==> src/rtl/program_sequencer_pkg.sv <==
`default_nettype none
// ============================================================================
// Module   : program_sequencer_pkg
// Purpose  : Shared op-codes and sizing helper for the program sequencer.
// Revision : 1.0 - initial release
// ============================================================================
package program_sequencer_pkg;

  // Sequencer operation codes
  localparam logic [2:0] OP_NOP  = 3'b000;
  localparam logic [2:0] OP_INC  = 3'b001;
  localparam logic [2:0] OP_JMP  = 3'b010;
  localparam logic [2:0] OP_BR   = 3'b011;
  localparam logic [2:0] OP_CALL = 3'b100;
  localparam logic [2:0] OP_RET  = 3'b101;
  localparam logic [2:0] OP_RBR  = 3'b110;
  localparam logic [2:0] OP_RSVD = 3'b111;

  // Bits needed to hold an entry count in the range 0..depth inclusive
  function automatic int unsigned depth_w(input int unsigned depth);
    return $clog2(depth + 1);
  endfunction

endpackage : program_sequencer_pkg
`default_nettype wire

==> src/rtl/return_stack.sv <==
`default_nettype none
// ============================================================================
// Module   : return_stack
// Purpose  : Parametrised LIFO holding return addresses. Only the entry
//            pointer is reset; storage contents are left as-is. The current
//            top entry is presented combinationally.
// Revision : 1.0 - initial release
// ============================================================================
module return_stack
  import program_sequencer_pkg::*;
#(
  parameter int WIDTH = 4,
  parameter int DEPTH = 4
) (
  input  logic                        clk,
  input  logic                        rst_n,
  input  logic                        push,
  input  logic                        pop,
  input  logic [WIDTH-1:0]            push_data,
  output logic [WIDTH-1:0]            top_data,
  output logic                        full,
  output logic                        empty,
  output logic [depth_w(DEPTH)-1:0]   count
);

  localparam int CW = depth_w(DEPTH);
  localparam int IW = (DEPTH > 1) ? $clog2(DEPTH) : 1;
  localparam logic [CW-1:0] c_full_cnt = CW'(DEPTH);

  logic [WIDTH-1:0] r_mem [DEPTH];
  logic [CW-1:0]    r_count;
  logic [CW-1:0]    w_top_cnt;
  logic [IW-1:0]    w_wr_idx;
  logic [IW-1:0]    w_rd_idx;

  // Entry pointer maps the next free slot and the top slot to RAM indices
  always_comb begin
    w_top_cnt = r_count - 1'b1;
    w_wr_idx  = r_count[IW-1:0];
    w_rd_idx  = w_top_cnt[IW-1:0];
  end

  assign full     = (r_count == c_full_cnt);
  assign empty    = (r_count == '0);
  assign count    = r_count;
  assign top_data = r_mem[w_rd_idx];

  // Entry pointer: push increments, pop decrements, guarded against limits
  always_ff @(posedge clk or negedge rst_n) begin
    if (!rst_n) begin
      r_count <= '0;
    end else if (push && !full) begin
      r_count <= r_count + 1'b1;
    end else if (pop && !empty) begin
      r_count <= r_count - 1'b1;
    end
  end

  // Storage write on push; contents are never cleared
  always_ff @(posedge clk) begin
    if (push && !full) begin
      r_mem[w_wr_idx] <= push_data;
    end
  end

endmodule : return_stack
`default_nettype wire

==> src/rtl/program_sequencer.sv <==
`default_nettype none
// ============================================================================
// Module   : program_sequencer
// Purpose  : Program counter with increment, jump, conditional branch and
//            call/return through an internal return stack, with sticky
//            stack overflow/underflow flags.
// Options  : PROGRAM_SEQUENCER_REL_BRANCH_EN - enables op 110 as a
//            PC-relative conditional branch; otherwise op 110 is a NOP.
// Revision : 1.0 - initial release
// ============================================================================
module program_sequencer
  import program_sequencer_pkg::*;
#(
  parameter int              ADDR_W   = 4,
  parameter int              DEPTH    = 4,
  parameter logic [ADDR_W-1:0] RESET_PC = '0
) (
  input  logic                       clk,
  input  logic                       rst_n,
  input  logic                       clk_en,
  input  logic                       i_halt,
  input  logic [2:0]                 i_op,
  input  logic                       i_cond,
  input  logic [ADDR_W-1:0]          i_target,
  output logic [ADDR_W-1:0]          o_pc,
  output logic [depth_w(DEPTH)-1:0]  o_depth,
  output logic                       o_overflow,
  output logic                       o_underflow
);

  logic [ADDR_W-1:0] r_pc;
  logic              r_overflow;
  logic              r_underflow;

  logic              w_upd;
  logic [ADDR_W-1:0] w_inc;
  logic [ADDR_W-1:0] w_pc_nxt;
  logic              w_push;
  logic              w_pop;
  logic              w_set_ovf;
  logic              w_set_unf;
  logic [ADDR_W-1:0] w_top;
  logic              w_full;
  logic              w_empty;
`ifdef PROGRAM_SEQUENCER_REL_BRANCH_EN
  logic [ADDR_W-1:0] w_rel;
`endif

  assign w_upd = clk_en & ~i_halt;
  assign w_inc = r_pc + 1'b1;
`ifdef PROGRAM_SEQUENCER_REL_BRANCH_EN
  // Two's-complement offset: a plain modular add gives the signed result
  assign w_rel = r_pc + i_target;
`endif

  // Op decode: next PC, stack strobes and error-flag set requests
  always_comb begin
    w_pc_nxt  = r_pc;
    w_push    = 1'b0;
    w_pop     = 1'b0;
    w_set_ovf = 1'b0;
    w_set_unf = 1'b0;
    case (i_op)
      OP_INC:  w_pc_nxt = w_inc;
      OP_JMP:  w_pc_nxt = i_target;
      OP_BR:   w_pc_nxt = i_cond ? i_target : w_inc;
      OP_CALL: begin
        if (w_full) begin
          w_set_ovf = 1'b1;
        end else begin
          w_push   = 1'b1;
          w_pc_nxt = i_target;
        end
      end
      OP_RET: begin
        if (w_empty) begin
          w_set_unf = 1'b1;
        end else begin
          w_pop    = 1'b1;
          w_pc_nxt = w_top;
        end
      end
`ifdef PROGRAM_SEQUENCER_REL_BRANCH_EN
      OP_RBR:  w_pc_nxt = i_cond ? w_rel : w_inc;
`endif
      default: w_pc_nxt = r_pc;
    endcase
  end

  return_stack #(
    .WIDTH (ADDR_W),
    .DEPTH (DEPTH)
  ) u_stack (
    .clk       (clk),
    .rst_n     (rst_n),
    .push      (w_upd & w_push),
    .pop       (w_upd & w_pop),
    .push_data (w_inc),
    .top_data  (w_top),
    .full      (w_full),
    .empty     (w_empty),
    .count     (o_depth)
  );

  // PC and sticky error flags advance only on qualified cycles
  always_ff @(posedge clk or negedge rst_n) begin
    if (!rst_n) begin
      r_pc        <= RESET_PC;
      r_overflow  <= 1'b0;
      r_underflow <= 1'b0;
    end else if (w_upd) begin
      r_pc <= w_pc_nxt;
      if (w_set_ovf) r_overflow  <= 1'b1;
      if (w_set_unf) r_underflow <= 1'b1;
    end
  end

  assign o_pc        = r_pc;
  assign o_overflow  = r_overflow;
  assign o_underflow = r_underflow;

endmodule : program_sequencer
`default_nettype wire
==> config.mk <==
export PLATFORM = sky130hd
export DESIGN_NAME = program_sequencer
export DESIGN_NICKNAME = d
export VERILOG_FILES = /design/src/rtl/program_sequencer_pkg.sv /design/src/rtl/return_stack.sv /design/src/rtl/program_sequencer.sv
export SDC_FILE = /design/constraint.sdc
export NUM_CORES = 1
export LEC_CHECK = 0
export ABC_AREA = 1
export CAP_MARGIN = 20
export CORE_MARGIN = 8
export CORE_UTILIZATION = 53
export DETAILED_ROUTE_END_ITERATION = 6
export PLACE_DENSITY_LB_ADDON = 0.05
export REMOVE_ABC_BUFFERS = 1
export SYNTH_ARGS = -nofsm -noshare
export SYNTH_HDL_FRONTEND = slang
export SYNTH_HIERARCHICAL = 1
export SYNTH_SLANG_ARGS = --single-unit
==> constraint.sdc <==
create_clock -name clk -period 2.78 [get_ports clk]
set_input_delay 0.695 -clock clk [delete_from_list [all_inputs] [get_ports clk]]
set_output_delay 0.695 -clock clk [all_outputs]
set_load 0.005 [all_outputs]
==> results by group <==
Pwr
  – Combinational share of power: 49.2%
  – Tot Pwr: 1.48 mW
  – Power Density: 868 nW/um2
  – Switching power: 601 uW
  – VDD IR max: 0.687 mV
  – Leakage: 0.775 nW
  – Sw Share: 40.6%
  – Clk pwr share: 11.1%
  – P_int: 879 uW
  – Reg power frac: 39.7%

Detailed routing
  – DRT Pass-1 Iters: 6
  – Vias per cell: 5.21
  – DRT iter0 DRCs: 46
  – Drt drc: 0
  – Post-route ant nets: 0
  – Vias: 1,177
  – Wire per inst: 13.1 um
  – WL final: 2.97 mm

Timing
  – RSZ-0062 raised after global routing: false
  – Finish-stage setup viols: 0
  – F_max: 434 MHz
  – Minimum clock period after layout: 2300 ps
  – Setup Skew: 4.84 ps
  – Final TNS setup: 0 ps
  – Final period util: 82.8%
  – Slew @ Worst Pin: 496 ps
  – Relative slew slack: 66.7%
  – Slew Viols, Final: 0
  – Final hold vios: 0
  – Final worst slack: 477 ps

Placement
  – Dpl hpwl: 2.35 mm
  – RePlAce Congestion: 0.847
  – DP Worst Slack: 214 ps
  – Port bufs: 20

Finish
  – Nets: 215
  – Commonest cells after routing, fill and taps aside: nand2_1, inv_1, nor2_1
  – Fin util: 63.4%
  – Most common library cell in the layout ignoring fill and taps: nand2_1
  – Area grow syn2layout: 17.2%
  – ANT cells: 0
  – Layout cells sized above 1: 10.3%

Worst setup path
  – Slowest stage cell, crit path: dfrtp_1
  – Kind of critical path: flip-flop to flip-flop
  – Critical Path Sink Type: flip-flop
  – Worst path required time: 2780 ps
  – Crit path arrival time: 2300 ps
  – Peak fanout along the critical path: 16
  – RR Startpoint: u_stack/count[0]
  – Startpoint Class: flip-flop
  – R2R cell count: 7
  – CP Cell Sequence: inv_2 -> ha_1 -> nand2_1 -> inv_1 -> nor3_1 -> nand2_2 -> nor2_1
  – Crit path buf inv count: 2
  – Crit path max-delay family: simple AND/OR/NAND/NOR gates
  – Terminus of the critical flop-to-flop path: u_stack/r_mem[2][3]
  – Max incr delay on CP: 530 ps
  – R2R Setup Slk: 480 ps

Clock tree
  – Maximum buffer depth of the clock tree: 2
  – CTS Root Cell: clkbuf_4
  – CTS tree: built
  – Post-CTS Setup Inserts: 0
  – Hold-fix buffers, CTS: 0
  – H-tree Lvls: 1
  – Clock transition at the registers of the reported paths: 130 ps
  – CTS Buf Count: 3
  – Worst skew pair latency: 310 ps
  – Clock Sinks: 25
  – CTS resizes: 0

Die
  – DIE WIDTH: 68.4 um
  – I/O Pins: 21
  – Site Rows: 19
  – Total die area: 4680 um2
  – Initial Util: 54.1%
  – CORE AREA: 2690 um2
  – Die height: 68.4 um

Synth
  – Post-synthesis cell type count: 22
  – Post-synthesis sequential area ratio: 48.5%
  – Post-synthesis sequential element count: 25
  – Warnings, synthesis: 6
  – Syn avg cell area: 8.40 um2
  – Post-Syn Instances: 173
  – Synth Cell Area: 1450 um2

Run
  – Max-Cap Viols: 0

Hold path
  – Hold path depth: 1
  – Hold endpoint: o_underflow
  – Class of the worst hold path: flip-flop to flip-flop
  – Hold path start: o_underflow

Global route
  – Initial antenna violation count: 0
  – Gr ovfl total: 0
  – Global-route wire length before repair: 5.01 mm
  – Vias in the first global route: 1,126
  – Pin count of the biggest net entering global routing: 17
  – Total track usage: 14.0%

Status
  – Status: complete, no violations
cells in the mapped netlist:
master	n	area share [%]
nor4_1	1	0.43
a21oi_1	1	0.34
o21ai_0	7	2.4
xor2_1	1	0.60
edfxtp_1	16	33
nand4_1	4	1.7
buf_6	1	0.77
o211ai_2	4	3.4
nand3b_1	1	0.52
nor2_1	22	5.7
inv_2	3	0.77
nand2_1	49	13
nor3_1	1	0.34
buf_4	1	0.52
nand3_1	12	4.1
o21ai_2	1	0.60
dfrtp_1	9	15
o21bai_1	2	1.0
nor2_4	1	0.77
inv_1	22	5.7
ha_1	7	6.0
nand2_2	7	3.0
kinds of logic (layout without fill, tap and decap cells):
| group | after synthesis | in the layout | synth area share (%) |
|---|---|---|---|
| AND/OR/NAND/NOR | 98 | 98 | 29.3 |
| buffers and inverters | 27 | 49 | 7.75 |
| flip-flops | 25 | 25 | 48.5 |
| AO/OA/AOI/OAI | 15 | 15 | 7.83 |
| adder cells (fa/ha/maj) | 7 | 7 | 6.02 |
| XOR/XNOR | 1 | 1 | 0.603 |
power groups by stage:
stage	Sequential, mW	Clock (mW)	Combinational (mW)
global route	0.604	0.183	0.822
CTS	0.590	0.174	0.738
floorplan	0.588	0	0.444
finish	0.587	0.164	0.728
global placement	0.593	0	0.732
detailed placement	0.597	0	0.734
cell type report:
class / instances / area [um2]
Clock buffer: 3 / 22.5
Clock inverter: 1 / 7.51
Fill cell: 248 / 982
Multi-Input combinational cell: 121 / 636
Timing Repair Buffer: 20 / 200
Sequential cell: 25 / 706
Tap cell: 31 / 38.8
Inverter: 25 / 93.8
sequential cells by signal (all words and copies together) (netlist names):
register / cells
u_stack/r_mem: 16
u_stack/count: 3
o_pc: 4
o_underflow: 1
o_overflow: 1
worst register-to-register path, cell delays in order (launching register included):
cell and delay (ps):
dfrtp_1 530, inv_2 220, ha_1 270, nand2_1 100, inv_1 60, nor3_1 270, nand2_2 200, nor2_1 330
through the flow:
| stage | std cells | area [um2] | hold slack [ps] |
|---|---|---|---|
| after global placement | 222 | 1670 | 463 |
| final | 226 | 1700 | 493 |
| after CTS | 226 | 1700 | 498 |
| after global routing | 226 | 1700 | 501 |
| after detailed placement | 222 | 1670 | 464 |
| after floorplan | 171 | 1440 | 399 |
routing by layer:
metal | global-route usage (%) | vias to the layer above | share of wire (%)
li1 | - | 604 | -
met1 | 17.5 | 538 | 46
met2 | 23.7 | 29 | 49
met3 | 2.78 | 6 | 4.4
met4 | 4.86 | 0 | 0.91
met5 | 0 | - | 0
worst max path at each step:
stage                                start             endpoint  slack (ps)  cells past startpoint
after floorplan           u_stack/count[0]  u_stack/r_mem[3][0]         800                      7
after global placement             i_op[0]  u_stack/r_mem[1][3]         310                      6
after detailed placement           i_op[0]  u_stack/r_mem[2][1]         210                      6
after CTS                 u_stack/count[0]  u_stack/r_mem[2][3]         450                      7
after global routing      u_stack/count[0]  u_stack/r_mem[3][1]         260                      7
final                     u_stack/count[0]  u_stack/r_mem[2][3]         480                      7
(Power assumes the default switching activity.)
==> patch: new RTL, same settings <==
Build with the macro `PROGRAM_SEQUENCER_REL_BRANCH_EN` defined.
--- a/src/rtl/program_sequencer.sv
+++ b/src/rtl/program_sequencer.sv
@@ -8,6 +8,8 @@
 //            PC-relative conditional branch; otherwise op 110 is a NOP.
 // Revision : 1.0 - initial release
 // ============================================================================
+`define PROGRAM_SEQUENCER_REL_BRANCH_EN
+
 module program_sequencer
   import program_sequencer_pkg::*;
 #(
Check against the original RTL: not equivalent (a bounded check fails within 4 cycles, from zero or initial values and one cycle with rst_n low).
==> patch against the original RTL <==
- sequential cell count is the same
- critical endpoint is now u_stack/r_mem[2][0]$_DFFE_PP_
- design area grew 7.8%
- setup slack lost 74 ps
- via count grew 8.1%
- power grew 3.8%
- hold slack gained 8.4 ps
- wire length grew 15%
- highest routed layer unchanged
- final cell count grew 11%
- largest cell class is now multi-input combinational cells
- global-route usage grew 0.36 points
- area after synthesis grew 9.0%
- critical path type is now in -> reg
- sequential share of layout area shrank 3.0 points
- first-iteration DRC count grew 100%
==> patch: results (changes against the original RTL) <==
stage	metric	value	unit	change
status	status	finished clean		unchanged
logic_synthesis	XOR/XNOR Fraction of Synth Area	0.0111		was 0.00602
place	pre-CTS setup slack	95.0	ps	was 214 ps
logic_synthesis	fraction of the mapped netlist area in compound gates	0.0869		was 0.0783
power	Lkg Pwr	0.877	nW	was 0.775 nW
setup_path	Max Fanout on Critical Path	11		was 16
cells_and_area	share of layout cells above drive strength 1	0.0645		was 0.103
power	clk pwr	0.157	mW	was 0.164 mW
place	GPL Wtd Cong	0.858		was 0.847
detailed_routing	routed via count	1272		was 1,177
logic_synthesis	dominant cells by area after synthesis	edfxtp_1 (30%), dfrtp_1 (14%), nand2_1 (13%)		was edfxtp_1 (33%), dfrtp_1 (15%), nand2_1 (13%)
place	DP HPWL	2760	um	was 2350 um
logic_synthesis	post-synth cell types	24		was 22
cells_and_area	final-layout fill cell count	255		was 248
power	Switch Pwr	0.636	mW	was 0.601 mW
logic_synthesis	Adder-Cell Fraction of Synth Area	0.0916		was 0.0602
detailed_routing	DRT Wirelength	3420	um	was 2970 um
setup_path	r2r endpoint	u_stack/r_mem[2][0]$_DFFE_PP_		was u_stack/r_mem[2][3]$_DFFE_PP_
power	Reg power frac	0.387		was 0.397
grt	largest net degree at the start of global routing	21		was 17
logic_synthesis	Avg Cell Area, Syn	8.17	um^2	was 8.40 um^2
detailed_routing	DR WL/cell	13.7	um	was 13.1 um
sta	Worst Skew	12.8	ps	was 4.84 ps
power	VDD IR max	373	uV	was 687 uV
grt	GRT Resource Usage Total	0.144		was 0.140
place	placed insts	246		was 222
detailed_routing	First-pass DRT Iterations	4		was 6
detailed_routing	Starting DRT DRC Count	93		was 46
min_path	hold path start	o_overflow$_DFFE_PN0P_		was o_underflow$_DFFE_PN0P_
patch: cell types whose count changed in the layout (fill, tap and decap cells not counted), sizes merged, moves of 3 or more:
cell,before,now
inv,25,36
nor2,23,18
o211ai,4,9
ha,7,10
nand3,12,15
nand4,4,1
nor3,1,4
o21ai,8,5
patch: through the flow:
step           utilization  hold slack [ps]
6_report             0.622              501
5_1_grt              0.622              509
4_1_cts              0.622              505
3_5_place_dp         0.613              475
3_3_place_gp         0.613              464
2_1_floorplan            -              399
patch: metal layers:
metal,vias up,track usage,wire length (um)
met5,-,0,0
met4,0,0.0647,78
met3,8,0.0311,118
met2,23,0.258,1650
met1,574,0.159,1570
li1,667,-,-
patch: final cells by class:
type	count	area, um^2	share of cell area
multi-input combinational	131	721	0.392
sequential	25	706	0.384
timing repair buffer	21	208	0.113
inverter	36	135	0.0736
tap	33	41.3	0.0225
clock buffer	4	26.3	0.0143
patch: worst max-delay path by stage:
stage	start	endpoint	slack, ps	depth (start not counted)
after detailed placement	i_op[0]	u_stack/r_mem[0][0]$_DFFE_PP_	100	6
final	i_op[0]	u_stack/r_mem[2][0]$_DFFE_PP_	400	6
after floorplan	u_stack/count[0]$_DFFE_PN0P_	u_stack/r_mem[3][0]$_DFFE_PP_	870	7
after global routing	i_op[0]	u_stack/r_mem[0][2]$_DFFE_PP_	260	6
after global placement	i_op[0]	u_stack/r_mem[0][1]$_DFFE_PP_	240	6
after CTS	i_op[0]	u_stack/r_mem[0][2]$_DFFE_PP_	430	6
patch: worst register-to-register path: cells and delay by family (launching register included):
family / cells / cell delay [ps]
simple gates: 4 / 960
flops: 1 / 460
fa+ha+maj: 1 / 240
buf+inv: 2 / 250
